===== src/rtl/serdes_var.sv =====
// Word serialiser/deserialiser with an N-word buffer and a per-command word count (1..N).
// Optional macro SERDES_VAR_ZEROIZE_EN clears each slot as it is serialised in ser-only mode.
module serdes_var #(
  parameter int unsigned W = 64,
  parameter int unsigned N = 4,
  localparam int unsigned CW = $clog2(N + 1)
) (
  input  logic           clk,
  input  logic           rst,
  input  logic           cmd_startDes,
  input  logic           cmd_startSer,
  input  logic [CW-1:0]  cmd_numWords,
  output logic           cmd_canReceive,
  input  logic           par_load,
  input  logic [W*N-1:0] par_in,
  output logic [W*N-1:0] par_out,
  input  logic [W-1:0]   des,
  input  logic           des_isReady,
  output logic           des_canReceive,
  output logic           des_isLast,
  output logic [W-1:0]   ser,
  output logic           ser_isReady,
  input  logic           ser_canReceive,
  output logic           ser_isLast
);

  logic [W-1:0]  mem_q [N];
  logic [W-1:0]  mem_d [N];
  logic [CW-1:0] idx_q, idx_d, rem_q, rem_d;
  logic          is_ser_q, is_ser_d, is_des_q, is_des_d;

  logic          start, active, xfer, is_ser, is_des, last;
  logic [CW-1:0] idx_cur, rem_cur;

  assign cmd_canReceive = (rem_q == '0);

  // A start takes effect combinationally so the first word can move on the accept cycle.
  always_comb begin
    start   = cmd_canReceive & (cmd_startSer | cmd_startDes) &
              (cmd_numWords != '0) & (cmd_numWords <= CW'(N));
    is_ser  = start ? cmd_startSer : is_ser_q;
    is_des  = start ? cmd_startDes : is_des_q;
    idx_cur = start ? '0 : idx_q;
    rem_cur = start ? cmd_numWords : rem_q;
    active  = start | (rem_q != '0);
    xfer    = active & (is_des ? des_isReady : ser_canReceive);
    last    = active & (rem_cur == CW'(1));
  end

  assign des_canReceive = active & is_des & (is_ser ? ser_canReceive : 1'b1);
  assign ser_isReady    = active & is_ser & (is_des ? des_isReady : ser_canReceive);
  assign des_isLast     = last;
  assign ser_isLast     = last;

  always_comb begin
    ser = '0;
    for (int i = 0; i < N; i++) begin
      if (idx_cur == CW'(i)) ser = mem_q[i];
    end
  end

  always_comb begin
    for (int i = 0; i < N; i++) par_out[W*i +: W] = mem_q[i];
  end

  always_comb begin
    mem_d    = mem_q;
    idx_d    = idx_q;
    rem_d    = rem_q;
    is_ser_d = is_ser_q;
    is_des_d = is_des_q;
    if (start) begin
      is_ser_d = cmd_startSer;
      is_des_d = cmd_startDes;
      idx_d    = '0;
      rem_d    = cmd_numWords;
    end
    if (xfer) begin
      for (int i = 0; i < N; i++) begin
        if (idx_cur == CW'(i)) begin
          if (is_des) begin
            mem_d[i] = des;
          end
`ifdef SERDES_VAR_ZEROIZE_EN
          else begin
            mem_d[i] = '0;
          end
`endif
        end
      end
      idx_d = idx_cur + CW'(1);
      rem_d = rem_cur - CW'(1);
      if (rem_cur == CW'(1)) begin
        is_ser_d = 1'b0;
        is_des_d = 1'b0;
      end
    end
    // A start in the same cycle wins over a parallel load.
    if (par_load && cmd_canReceive && !start) begin
      for (int i = 0; i < N; i++) mem_d[i] = par_in[W*i +: W];
    end
  end

  always_ff @(posedge clk or posedge rst) begin
    if (rst) begin
      for (int i = 0; i < N; i++) mem_q[i] <= '0;
      idx_q    <= '0;
      rem_q    <= '0;
      is_ser_q <= 1'b0;
      is_des_q <= 1'b0;
    end else begin
      mem_q    <= mem_d;
      idx_q    <= idx_d;
      rem_q    <= rem_d;
      is_ser_q <= is_ser_d;
      is_des_q <= is_des_d;
    end
  end

endmodule


===== config.mk =====
export PLATFORM = sky130hd
export DESIGN_NAME = serdes_var
export DESIGN_NICKNAME = d
export VERILOG_FILES = /design/src/rtl/serdes_var.sv
export SDC_FILE = /design/constraint.sdc
export NUM_CORES = 1
export LEC_CHECK = 0
export ABC_CLOCK_PERIOD_IN_PS = 7300
export BUFFER_PORTS_ARGS = -buffer_cell sky130_fd_sc_hd__clkbuf_2
export CAP_MARGIN = 5
export CORE_AREA = 4 4 251 253
export DETAILED_ROUTE_END_ITERATION = 12
export DIE_AREA = 0 0 255 257
export GPL_TIMING_DRIVEN = 0
export PLACE_DENSITY = 0.58
export SLEW_MARGIN = 15
export SYNTH_ARGS = -nofsm -noshare
export SYNTH_HDL_FRONTEND = slang
export SYNTH_SLANG_ARGS = --single-unit

===== constraint.sdc =====
create_clock -name clk -period 7.3 [get_ports clk]
set_clock_uncertainty 0.15 [all_clocks]
set_input_delay 0.365 -clock clk [delete_from_list [all_inputs] [get_ports clk]]
set_output_delay 0.365 -clock clk [all_outputs]
set_load 0.01 [all_outputs]

# After elaboration in Yosys (flattened, before gate mapping)
# Cells that the tools add are included.
# W data, S select, Z words.
# word_totals
regBits	264
inputBits	330
out_inout_bits	325
# op_classes
order_cmp	1
mux	23
eq_ne	4
n_addsub	2
bitwise_logic	11
reduce_logical	17
# op_table
operator	n
$mux W64	9
$mux W256	2
$mux W3	4
$reduce_and A3 Y1	4
$reduce_bool A2 Y1	6
$and A1 B1 Y1	9
$mux W1	8
$eq A3 B1 Y1 const B	2
$eq A3 B2 Y1 const B	2
$logic_not A3 Y1	2
$reduce_bool A3 Y1	2
$add A3 B1 Y3 const B	1
$le A3 B3 Y1 const B	1
$sub A3 B1 Y3 const B	1
$logic_and A1 B1 Y1	2
$or A1 B1 Y1	2
$logic_not A1 Y1	1

# Logic depth before layout (Yosys ltp)
# depth
ltp_word	10
depth_mapped	13
mapped_depth_nobuf	9

# Worst setup path after synthesis
# OpenSTA, ideal clock, no wires.
# synth_timing
path_kind	reg-to-output
start	register rem_q[2]
end	output ser[10]
required_time_ps	6785
setup_slack_ps	3876
arrival_time_ps	2909
path_stages_with_launch	12
path_buffers	4
path_cell_list	dfrtp_1 > or3_1 > clkbuf_2 > or4_1 > buf_2 > nand2_1 > ha_1 > clkbuf_1 > clkbuf_1 > a21oi_1 > a2bb2oi_1 > o31ai_1
# synth_via
elab_chain_len	10
word_cells_on_any_way	13
# synth_rtl
element	line	rtl
from (decl)	29	logic [CW-1:0] idx_q, idx_d, rem_q, rem_d;
from (signal assigned)	114	rem_q <= rem_d;
$logic_not A3 Y1 *	35	assign cmd_canReceive = (rem_q == '0);
$and A1 B1 Y1 * (2 in a row)	39	start = cmd_canReceive & (cmd_startSer | cmd_startDes) &
$and A1 B1 Y1 *	40	(cmd_numWords != '0) & (cmd_numWords <= CW'(N));
$mux W3 *	n/a	
$logic_not A3 Y1	58	if (idx_cur == CW'(i)) ser = mem_q[i];
$mux W64 (3 in a row)	58	
$mux W64 *	58	
to (decl)	21	output logic [W-1:0] ser,
# Mark *: on every way between the ends. The rest lies on a longest branch, timed or not.

# Final worst setup path
# layout_timing
start	register rem_q[2]
end	output ser[48]
# The elaborated chain is that of the path after synthesis.

==> run_results.csv <==
group,metric,value,unit
run_status,status,"complete, no violations",
critical_path,rr_startpoint,"rem_q[2]$_DFF_PP0_",
power_and_ir_drop,power_density,457.3,nW/um2
yosys,netlist_area,13980,um2
critical_path,start_kind,"flip-flop",
power_and_ir_drop,vdd_drop_max,0.2117,mV
power_and_ir_drop,p_sw,4.985,mW
floorplanning,die_h,257,um
drt,vias,18010,
clock_tree,htree_levels,1,
timing,relSlewSlack,0.1054,
critical_path,crit_arrival,5280,ps
hold_path,hp-start,"des[39]",
yosys,synth_edf_count,0,
clock_tree,clock_latency,600,ps
drt,drt_iter0_drc,1713,
clock_tree,numCtsBuffers,31,
power_and_ir_drop,p_clk_frac,0.155,
yosys,ys_types,50,
place,gp_congestion,0.9475,
yosys,yosysMostFrequentCell,"dfrtp_1",
drt,vias_per_cell,5.417,
clock_tree,cts_root_buffer,"clkbuf_16",
power_and_ir_drop,swShare,0.4732,
hold_path,min_path_cells,3,
floorplanning,core_area,61030,um2
hold_path,min_to,"par_out[39]$_DFFE_PP0P_",
timing,holdWs,30.77,ps
yosys,synth_nets,1791,
yosys,netlist.area_leader.share,0.4727,
timing,finalWorstSetupSlack,1509,ps
timing,post-route-min-period,5791,ps
power_and_ir_drop,p_seq_frac,0.284,
clock_tree,cts_tree,"done",
critical_path,endpoint_kind,"output port",
hold_path,hold_class,"in -> reg",
floorplanning,dieArea,65540,um2
critical_path,r2r_slack,2830,ps
floorplanning,io-pin-count,655,
drt,drt-pass1-iter-count,7,
timing,finalHoldViolations,0,
floorplanning,num_rows,91,
critical_path,reg2reg_depth,14,
place,pre_cts_ws,2118,ps
power_and_ir_drop,p_comb_frac,0.561,
yosys,synthTopCellsByCount,"dfrtp_1, nor2_1, a21oi_1, clkbuf_1",
power_and_ir_drop,design_power_total,10.53,mW
clock_tree,clkTransAtPathRegs,60,ps
drt,wl_per_cell,26.54,um
timing,final.setup.tns,0,ps
timing,rsz0062_at_grt,"false",
grt,grt_pass1_vias,18340,
finish,fillCellCount,6160,
critical_path,crit_type,"reg -> out",
place,dp_hpwl,65780,um
finish,fin_nets,2842,
finish,drive_above_1_share,0.3283,
power_and_ir_drop,p_int,5.550,mW
floorplanning,fp.dieW,255,um
clock_tree,numClockSinks,264,
grt,grtUsageTotal,0.2538,
flow_run,drv_cap,0,
finish,area.growth.synth_to_final,64.82,%
yosys,yosysWarnings,0,
critical_path,required,6780,ps
yosys,syn-mean-instance-area,9.606,um2
critical_path,r2r-end,"par_out[221]$_DFFE_PP0P_",
yosys,synth_ff_type,"dfrtp_1",
grt,overflow,0,
yosys,async_flop_share,1.000,
yosys,ys_seq_area_frac,0.4727,
drt,postRouteAntennaNets,0,
clock_tree,cts_resized,0,
grt,grt_first_pass_wirelength,124200,um
grt,grt_max_degree,36,
floorplanning,start_util,0.2290,
yosys,ys_top_cells_by_area,"dfrtp_1, nor2_1, o221a_2",
timing,period_share,0.7932,
drt,drt-total-wl,88210,um
yosys,syn_inst,1455,
yosys,yosys.area.top_type,"dfrtp_1",
timing,fmax,172.7,MHz
critical_path,crit_fanout,10,
power_and_ir_drop,p_leak,10.26,nW
grt,antenna_found_initial,9,
drt,drc,0,
place,portBuffers,653,
timing,setup_viol,0,
yosys,synth_seq_cells,264,
timing,maxSlewViolCount,0,
timing,tightest_slew,1342,ps
clock_tree,clockBufferDepth,3,
-- registers in the layout (all words and copies together) (netlist names) --
name      count
idx_q         3
is_des_q      1
is_ser_q      1
par_out     256
rem_q         3
-- kinds of logic after synthesis --
| logic type | after synthesis | synth area share |
|---|---|---|
| AO/OA/AOI/OAI | 598 | 0.3336 |
| AND/OR/NAND/NOR | 408 | 0.1248 |
| flip-flops | 264 | 0.4727 |
| buffers and inverters | 172 | 0.05881 |
| adder cells (fa/ha/maj) | 6 | 0.005371 |
| multiplexers | 4 | 0.002865 |
| XOR/XNOR | 3 | 0.001880 |
-- cells in the final DEF (no fill, tap or decap), drive strengths merged, types with 65 or more instances in the layout --
cell / Yosys / layout
o32ai: 65 / 65
or3: 67 / 67
o21a: 66 / 66
nand2: 69 / 69
nor2: 259 / 259
dlygate4sd3: 0 / 356
a21oi: 133 / 133
dfrtp: 264 / 264
clkbuf: 118 / 816
-- worst max-delay path by stage --
stage / from / end / slack, ps / depth (start not counted)
2_1_floorplan: rst / idx_q[0]$_DFF_PP0_ / 3300 / 1
4_1_cts: rem_q[2]$_DFF_PP0_ / ser[48] / 1420 / 12
5_1_grt: rem_q[2]$_DFF_PP0_ / ser[48] / 1260 / 12
3_5_place_dp: rem_q[2]$_DFF_PP0_ / ser[48] / 2120 / 12
3_3_place_gp: rst / par_out[233]$_DFFE_PP0P_ / 1380 / 2
6_report: rem_q[2]$_DFF_PP0_ / ser[48] / 1510 / 12
-- repair_timing --
action                                  4_1_cts  5_1_grt
buffers inserted                              0        0
hold buffers                                356        0
endpoints found under the setup margin        0        0
endpoints found under the hold margin       283        0
-- final cells by class --
class,count,area [um2],share of cell area
timing repair buffer,1018,7003,0.3040
tap,790,988.4,0.04291
clock inverter,10,128.9,0.005594
clock buffer,45,908.4,0.03943
buffer,163,792.0,0.03438
inverter,9,38.79,0.001684
antenna,6,15.01,0.0006517
sequential,264,6606,0.2868
multi-input combinational,1019,6556,0.2846
-- power groups by stage --
| stage | clock network (mW) | logic (mW) | registers (mW) |
|---|---|---|---|
| floorplan | 0 | 2.76 | 3.07 |
| global placement | 0 | 5.58 | 2.96 |
| detailed placement | 0 | 5.63 | 2.99 |
| CTS | 1.66 | 5.86 | 2.96 |
| global route | 1.71 | 6.29 | 3.06 |
| finish | 1.63 | 5.91 | 2.99 |
-- critical path, cell delays in order, from the launching register on --
cell,delay (ps)
dfrtp_1,390
or3_1,360
clkbuf_2,160
or4_1,400
buf_2,190
nand2_1,130
ha_1,270
clkbuf_1,850
clkbuf_1,820
a21oi_1,160
a2bb2oi_1,190
o31ai_1,510
clkbuf_2,230
-- metrics by stage --
stage / instances / cell area [um2] / util
2_1_floorplan: 1455 / 13980 / -
3_3_place_gp: 2898 / 18240 / 0.2988
3_5_place_dp: 2907 / 18420 / 0.3018
4_1_cts: 3318 / 23020 / 0.3772
5_1_grt: 3322 / 23030 / 0.3774
6_report: 3324 / 23040 / 0.3775
-- metal layers --
layer	global-route usage	vias up	wire, um
met2	0.4346	1258	42420
met4	0.1076	2	4393
met3	0.05791	264	7996
li1	-	7671	-
met1	0.3057	8811	33390
met5	0	-	8
Note: power is estimated with default switching activity, not from simulation.
